File: src/rtl/mem_arbiter.sv
// mem_arbiter
//   Shares one single-port word memory between an instruction-fetch port (I,
//   read-only) and a load/store port (D, read/write). Each access runs
//   IDLE -> ISSUE -> WAIT -> RESP. Contested grants alternate round-robin.
//   A watchdog ends an access with an error if the memory never reports ready.
//
// Ports
//   clk, rst          rising-edge clock, asynchronous active-high reset
//   i_req, i_addr     fetch request and word address (held until i_ack)
//   i_ack, i_rdata,   one-cycle completion pulse, fetched word (held until the
//   i_err             next I completion), timeout flag valid with i_ack
//   d_req, d_we,      data request, write enable, word address and write data
//   d_addr, d_wdata   (held until d_ack)
//   d_ack, d_rdata,   one-cycle completion pulse, read word (held until the
//   d_err             next D read completion), timeout flag valid with d_ack
//   mem_re, mem_we    memory read / write strobes, asserted for one cycle
//   mem_addr,         registered memory address and write data
//   mem_wdata
//   mem_rdata,        memory read data and ready
//   mem_rdy
//   busy              high whenever an access is in progress

module mem_arbiter #(
  parameter int AW      = 32,
  parameter int DW      = 32,
  parameter int TIMEOUT = 15
) (
  input  logic          clk,
  input  logic          rst,
  input  logic          i_req,
  input  logic [AW-1:0] i_addr,
  output logic          i_ack,
  output logic [DW-1:0] i_rdata,
  output logic          i_err,
  input  logic          d_req,
  input  logic          d_we,
  input  logic [AW-1:0] d_addr,
  input  logic [DW-1:0] d_wdata,
  output logic          d_ack,
  output logic [DW-1:0] d_rdata,
  output logic          d_err,
  output logic          mem_re,
  output logic          mem_we,
  output logic [AW-1:0] mem_addr,
  output logic [DW-1:0] mem_wdata,
  input  logic [DW-1:0] mem_rdata,
  input  logic          mem_rdy,
  output logic          busy
);

  typedef enum logic [1:0] {
    IDLE  = 2'd0,
    ISSUE = 2'd1,
    WAIT  = 2'd2,
    RESP  = 2'd3
  } state_t;

  localparam logic [7:0] TIMEOUT_LIMIT = 8'(TIMEOUT);

  state_t     state;
  state_t     state_next;
  logic       owner_d;
  logic       last_grant_d;
  logic       op_we;
  logic       err_flag;
  logic [7:0] wait_count;
  logic       grant_valid;
  logic       grant_d;
  logic       wait_expired;

  // The WAIT cycle currently being spent is the last one the watchdog allows.
  assign wait_expired = (wait_count + 8'd1) == TIMEOUT_LIMIT;

  // State register; reset aborts any access immediately.
  always_ff @(posedge clk or posedge rst) begin
    if (rst) begin
      state <= IDLE;
    end else begin
      state <= state_next;
    end
  end

  // Next-state, grant decision and the combinational strobes/acks.
  always_comb begin
    state_next  = state;
    grant_valid = 1'b0;
    grant_d     = 1'b0;
    mem_re      = 1'b0;
    mem_we      = 1'b0;
    i_ack       = 1'b0;
    i_err       = 1'b0;
    d_ack       = 1'b0;
    d_err       = 1'b0;
    busy        = (state != IDLE);
    case (state)
      IDLE: begin
        if (i_req || d_req) begin
          grant_valid = 1'b1;
          // On a contest the port that did not win last time is served.
          grant_d     = d_req && (!i_req || !last_grant_d);
          state_next  = ISSUE;
        end
      end
      ISSUE: begin
        mem_re     = !op_we;
        mem_we     = op_we;
        state_next = WAIT;
      end
      WAIT: begin
        if (mem_rdy || wait_expired) begin
          state_next = RESP;
        end
      end
      RESP: begin
        i_ack      = !owner_d;
        i_err      = !owner_d && err_flag;
        d_ack      = owner_d;
        d_err      = owner_d && err_flag;
        state_next = IDLE;
      end
      default: state_next = IDLE;
    endcase
  end

  // Access bookkeeping: owner, latched address/data, watchdog and read capture.
  always_ff @(posedge clk or posedge rst) begin
    if (rst) begin
      owner_d      <= 1'b0;
      last_grant_d <= 1'b1;
      op_we        <= 1'b0;
      err_flag     <= 1'b0;
      wait_count   <= 8'd0;
      mem_addr     <= '0;
      mem_wdata    <= '0;
      i_rdata      <= '0;
      d_rdata      <= '0;
    end else begin
      case (state)
        IDLE: begin
          if (grant_valid) begin
            owner_d      <= grant_d;
            last_grant_d <= grant_d;
            op_we        <= grant_d && d_we;
            mem_addr     <= grant_d ? d_addr : i_addr;
            if (grant_d) begin
              mem_wdata <= d_wdata;
            end
          end
        end
        ISSUE: begin
          wait_count <= 8'd0;
          err_flag   <= 1'b0;
        end
        WAIT: begin
          if (mem_rdy) begin
            err_flag <= 1'b0;
            if (!op_we) begin
              if (owner_d) begin
                d_rdata <= mem_rdata;
              end else begin
                i_rdata <= mem_rdata;
              end
            end
          end else if (wait_expired) begin
            err_flag <= 1'b1;
          end else begin
            wait_count <= wait_count + 8'd1;
          end
        end
        default: begin
        end
      endcase
    end
  end

endmodule
File: config.mk
export PLATFORM = sky130hd
export DESIGN_NAME = mem_arbiter
export DESIGN_NICKNAME = d
export VERILOG_FILES = /design/src/rtl/mem_arbiter.sv
export SDC_FILE = /design/constraint.sdc
export NUM_CORES = 1
export LEC_CHECK = 0
export CORE_MARGIN = 3
export CORE_UTILIZATION = 35
export DETAILED_ROUTE_END_ITERATION = 16
export PLACE_DENSITY = 0.69
export SETUP_SLACK_MARGIN = 0.02
export SLEW_MARGIN = 20
export SYNTH_ARGS = -nofsm -noshare
export SYNTH_HDL_FRONTEND = slang
export SYNTH_SLANG_ARGS = --single-unit
export TNS_END_PERCENT = 1
File: constraint.sdc
create_clock -name clk -period 11.5 [get_ports clk]
set_clock_uncertainty 0.05 [all_clocks]
set_input_delay 2.3 -clock clk [delete_from_list [all_inputs] [get_ports clk]]
set_output_delay 2.3 -clock clk [all_outputs]
set_load 0.01 [all_outputs]
# ---- Word level (Yosys, flattened, before mapping)
# Cells that the tools add are included.
dict set report classes {
  add_sub_neg 1
  eq_ne 9
  n_mux 20
  bitwise_logic 2
  reduce_logical 21
}
# cell n
set op_table {}
lappend op_table {{$mux W32} 1}
lappend op_table {{$mux W8} 2}
lappend op_table {{$pmux W8 S2} 1}
lappend op_table {{$mux W1} 12}
lappend op_table {{$add A8 B1 Y8 const B} 1}
lappend op_table {{$eq A8 B4 Y1 const B} 1}
lappend op_table {{$ne A2 B2 Y1 const B} 4}
lappend op_table {{$pmux W2 S4} 1}
lappend op_table {{$reduce_and A4 Y1} 2}
lappend op_table {{$reduce_and A2 Y1} 3}
lappend op_table {{$reduce_and A3 Y1} 2}
lappend op_table {{$eq A2 B2 Y1 const B} 2}
lappend op_table {{$logic_and A1 B1 Y1} 4}
lappend op_table {{$logic_not A1 Y1} 4}
lappend op_table {{$mux W2} 2}
lappend op_table {{$reduce_bool A2 Y1} 2}
lappend op_table {{$logic_or A1 B1 Y1} 3}
lappend op_table {{$ne A3 B3 Y1 const B} 1}
lappend op_table {{$eq A2 B1 Y1 const B} 1}
lappend op_table {{$logic_not A2 Y1} 1}
lappend op_table {{$not A1 Y1} 2}
lappend op_table {{$pmux W1 S2} 1}
dict set report word_totals {
  ff_bits 142
  word_cells 63
}

# ---- Depth between registers and ports, before layout
dict set report depth {
  depth_word 6
  mapped_depth 7
}

# ---- Worst setup path before layout
# No wires, ideal clock.
dict set report synth_path {
  path_type {input -> register}
  from {input d_req}
  to {register mem_wdata[10]}
  setup_time_ns 0.125
  arrival_time_ns 3.303
  required_ns 11.325
  path_slack_ns 8.022
  path_stages 5
  path_buffers 2
  path_cell_list {a21boi_0 -> buf_2 -> nand2_1 -> buf_2 -> mux2_2}
}
dict set report synth_via {
  elab_chain_len 4
  elab_cells_between_ends 7
  cone_classes {mux (4); reduce/logical (3)}
}
# item line_no
set synth_rtl {}
lappend synth_rtl {{start, declared} 35} ;# input logic d_req,
lappend synth_rtl {{$logic_or A1 B1 Y1 / $logic_and A1 B1 Y1 (equally long branches)} {97, 100}}
lappend synth_rtl {{$mux W1} 97} ;# if (i_req || d_req) begin
lappend synth_rtl {{$mux W1} 95} ;# case (state)
lappend synth_rtl {{$reduce_and A3 Y1 (no source line) (*)} --}
lappend synth_rtl {{end signal, assigned} 146} ;# mem_wdata <= d_wdata;
lappend synth_rtl {{end, declared} 45} ;# output logic [DW-1:0] mem_wdata,
# Every way passes the cells marked *; elsewhere a longest branch is shown, timed or not.
# A chain may end at the register's enable or synchronous reset.

# ---- Final worst setup path
dict set report layout_path {
  from {register state[1]}
  to {output busy}
}
dict set report layout_via {
  elab_chain_len 1
}
# item line_no
set layout_rtl {}
lappend layout_rtl {{start, declared} 60} ;# state_t state;
lappend layout_rtl {{start signal, assigned} 79} ;# state <= state_next;
lappend layout_rtl {{$reduce_bool A2 Y1} 94} ;# busy = (state != IDLE);
lappend layout_rtl {{end, declared} 48} ;# output logic busy
# No other way between the ends.

==> summary.md <==
| Metric | Value |
|---|---|
| CTS buffer count | 17 |
| First-pass GRT wire length | 24.5 mm |
| Multi-input logic area | approximately 2200 um^2 |
| IO Count | 269 |
| Detailed placer's ending HPWL | 11.9 mm |
| Drt drc | 0 |
| Worst setup EP type | output port |
| RSZ-0062 raised after global routing | false |
| Slew HR | 47.3% |
| IO Port Bufs | 268 |
| Placement Setup Slack | between 7 and 8 ns |
| Yosys top cell area share | about 60% |
| H-tree Lvls | 4 |
| Final setup violation count | 0 |
| DR vias | 4411 |
| Final slew viol count | 0 |
| Sequential Area | 3550 um^2 |
| CP required | 9.15 ns |
| Post-CTS sizing | 0 |
| Status | finished clean |
| CTS Sinks | about 140 |
| Post-Syn Instances | approximately 440 |
| Setup WS post-layout | 7.30 ns |
| Fin crit share | 36.5% |
| CTS tree | built |
| Ant diodes | 0 |
| RePlAce Congestion | 0.849 |
| Pin count of the biggest net entering global routing | 87 |
| Total Nets Final | 854 |
| Post-Route WL | 15.6 mm |
| Async S/R FF share, synth | 100% |
| Global Route Usage Sum | between 10% and 20% |
| Most area-consuming cells after synthesis | dfrtp_1 60%, mux2_2 18%, mux2i_1 5.6%, nand2_1 3.3%, o21ai_0 2.8% |
| Seq/Total Area, Yosys | between 60% and 70% |
| Post-synth net total | 583 |
| Crit path max fanout | 5 |
| Grt ovf | 0 |
| Static leakage | 4.00 nW |
| Register bit total from synthesis | roughly 140 |
| Die Y | 136 um |
| Vias in the first global route | 4632 |
| Area Growth Syn to Fin | 60.2% |
| Area leader, netlist | dfrtp_1 |
| Ratio of total power to cell area | 267 nW/um^2 |
| Worst vdd rail ir drop | 0.112 mV |
| Max-cap violations | 0 |
| Maximum clock insertion buffer count | 2 |
| Crit-path cells | inv_1 -> ha_1 -> inv_1 -> clkdlybuf4s50_1 |
| Slew @ Worst Pin | 0.791 ns |
| Crit-path slowest cell | clkdlybuf4s50_1 |
| Worst EP arrival | 1.85 ns |
| Setup Fix Bufs, Post-CTS | 0 |
| Drt pass-1 iters | 4 |
| Hold Buf Count CTS | 0 |
| Die width | 136 um |
| Routed Antenna Nets | 0 |
| Primary FF master, synth | dfrtp_1 |
| Netlist Area Pre-Place | 5880 um^2 |
| Worst path max stage delay | 0.49 ns |
| Most used cell, CP | inv_1 |
| Antenna violations before repair | 0 |
| Total core area | 16200 um^2 |
| Class of the tightest hold or removal check | reg2reg |
| Post-Syn Area per Cell | 13.3 um^2 |
| Synth warn | 0 |
| Wire per inst | between 15 and 20 um |
| Worst-path clk slew | about 0.050 ns |
| Final hold vios | 0 |
| Layout fillers | 1308 |
| Peak Freq | 238 MHz |
| Clock Latency Late Sink | 0.40 ns |
| Worst setup SP type | flop |
| Iteration-0 DRC Markers | 93 |
| Dpl cell area | 8820 um^2 |
| Mean number of vias per cell | between 4 and 5 |
| Final non-filler cell area | 9420 um^2 |
| Setup TNS | 0 ns |
| # rows | 46 |
| Critical path class | reg2out |
| Number of library cell types mapped by synthesis | 42 |
| Final hold slack | 0.425 ns |
| Root buffer cell | clkbuf_16 |
| Die area | 18400 um^2 |
| Fraction of layout cells with a size suffix above 1 | between 15 and 20% |
| Starting Density | between 30% and 40% |
| Minimum clock period after layout | between 4 and 5 ns |
| Post-synth EDFFs | 0 |
-- worst max-delay path, delay by kind of cell (launching register included) --
family | cells | cell delay, ns
DFF | 1 | 0.41
adders and majority gates | 1 | 0.34
buffers and inverters | 3 | 0.70
-- cell usage after synthesis, types with 2 or more instances --
cell and number:
mux2_2 96, o21ai_0 33, nor2_1 4, o31ai_1 3, o221ai_1 2, nand3_1 3, dfrtp_1 141, o21a_1 2
buf_1 3, or3_1 2, ha_1 6, nor2b_1 2, buf_2 10, nand2_1 52, inv_1 12, clkbuf_1 9
and2_1 3, a21oi_1 2, xnor2_1 3, mux2i_1 33
-- layer usage --
metal | track usage, % | wire (um) | vias up
met5 | 0 | 0 | -
met2 | 28.8 | 7770 | 199
met4 | 6.33 | 293 | 0
met3 | 6.39 | 1440 | 18
met1 | 20.1 | 6130 | 2090
li1 | - | - | 2104
-- state kept, by name, indices dropped and copies added (netlist names) --
| name | count |
|---|---|
| owner_d | 1 |
| mem_wdata | 32 |
| mem_addr | 32 |
| op_we | 1 |
| i_rdata | 32 |
| state | 2 |
| err_flag | 1 |
| d_rdata | 32 |
| last_grant_d | 1 |
| wait_count | 8 |
-- path summary, 6_finish.rpt --
path                                 to          from  cells after the start  slack [ns]
max                                busy      state[1]                      4        7.30
min                        mem_addr[10]  mem_addr[10]                      2        0.43
max reg2reg                 i_rdata[31]      state[0]                      6        9.31
min reg2reg                mem_addr[10]  mem_addr[10]                      2        0.43
max in group asynchronous   i_rdata[15]           rst                      3        7.95
min in group asynchronous   d_rdata[25]           rst                      2        2.27
-- cell usage in the layout, fill, tap and decap left out, types with 4 or more instances in the layout --
cell and count:
clkdlybuf4s50_1 268, dfrtp_1 141, mux2_2 96, nand2_1 52, mux2i_1 33, o21ai_0 32, clkbuf_16 17, inv_1 11
ha_1 6, buf_4 5, nor2_1 4
-- cell families after synthesis --
family / synth area share [%]
xor+xnor: 0.596
flops: 60.4
simple gates: 6.08
buf+inv: 2.38
mux: 24.0
compound gates: 5.25
fa+ha+maj: 1.28
-- final cells by class --
class	instances	area share (%)
Sequential cell	142	37.7
Timing Repair Buffer	274	29.0
Multi-Input combinational cell	267	23.5
Clock buffer	22	4.93
Tap cell	216	2.87
Clock inverter	10	1.46
Inverter	12	0.531
-- report_power, final --
| group | switching (W) | leakage (nW) | internal (W) | total, W |
|---|---|---|---|---|
| Combinational | 0.000442 | 1.98 | 0.000647 | 0.00109 |
| Clock | 0.000199 | 0.290 | 0.000352 | 0.000551 |
| Sequential | 0.000134 | 1.73 | 0.000740 | 0.000874 |
| Total | 0.000774 | 4.00 | 0.00174 | 0.00251 |
-- metrics by stage --
step / cells / power, W / util, %
final: 943 / 0.00251 / 58.3
after global placement: 911 / 0.00195 / 54.5
after global routing: 943 / 0.00267 / 58.3
after detailed placement: 911 / 0.00199 / 54.5
after CTS: 943 / 0.00255 / 58.2
after floorplan: 443 / 0.00134 / -
No activity file was read; power rests on OpenSTA's default activity.
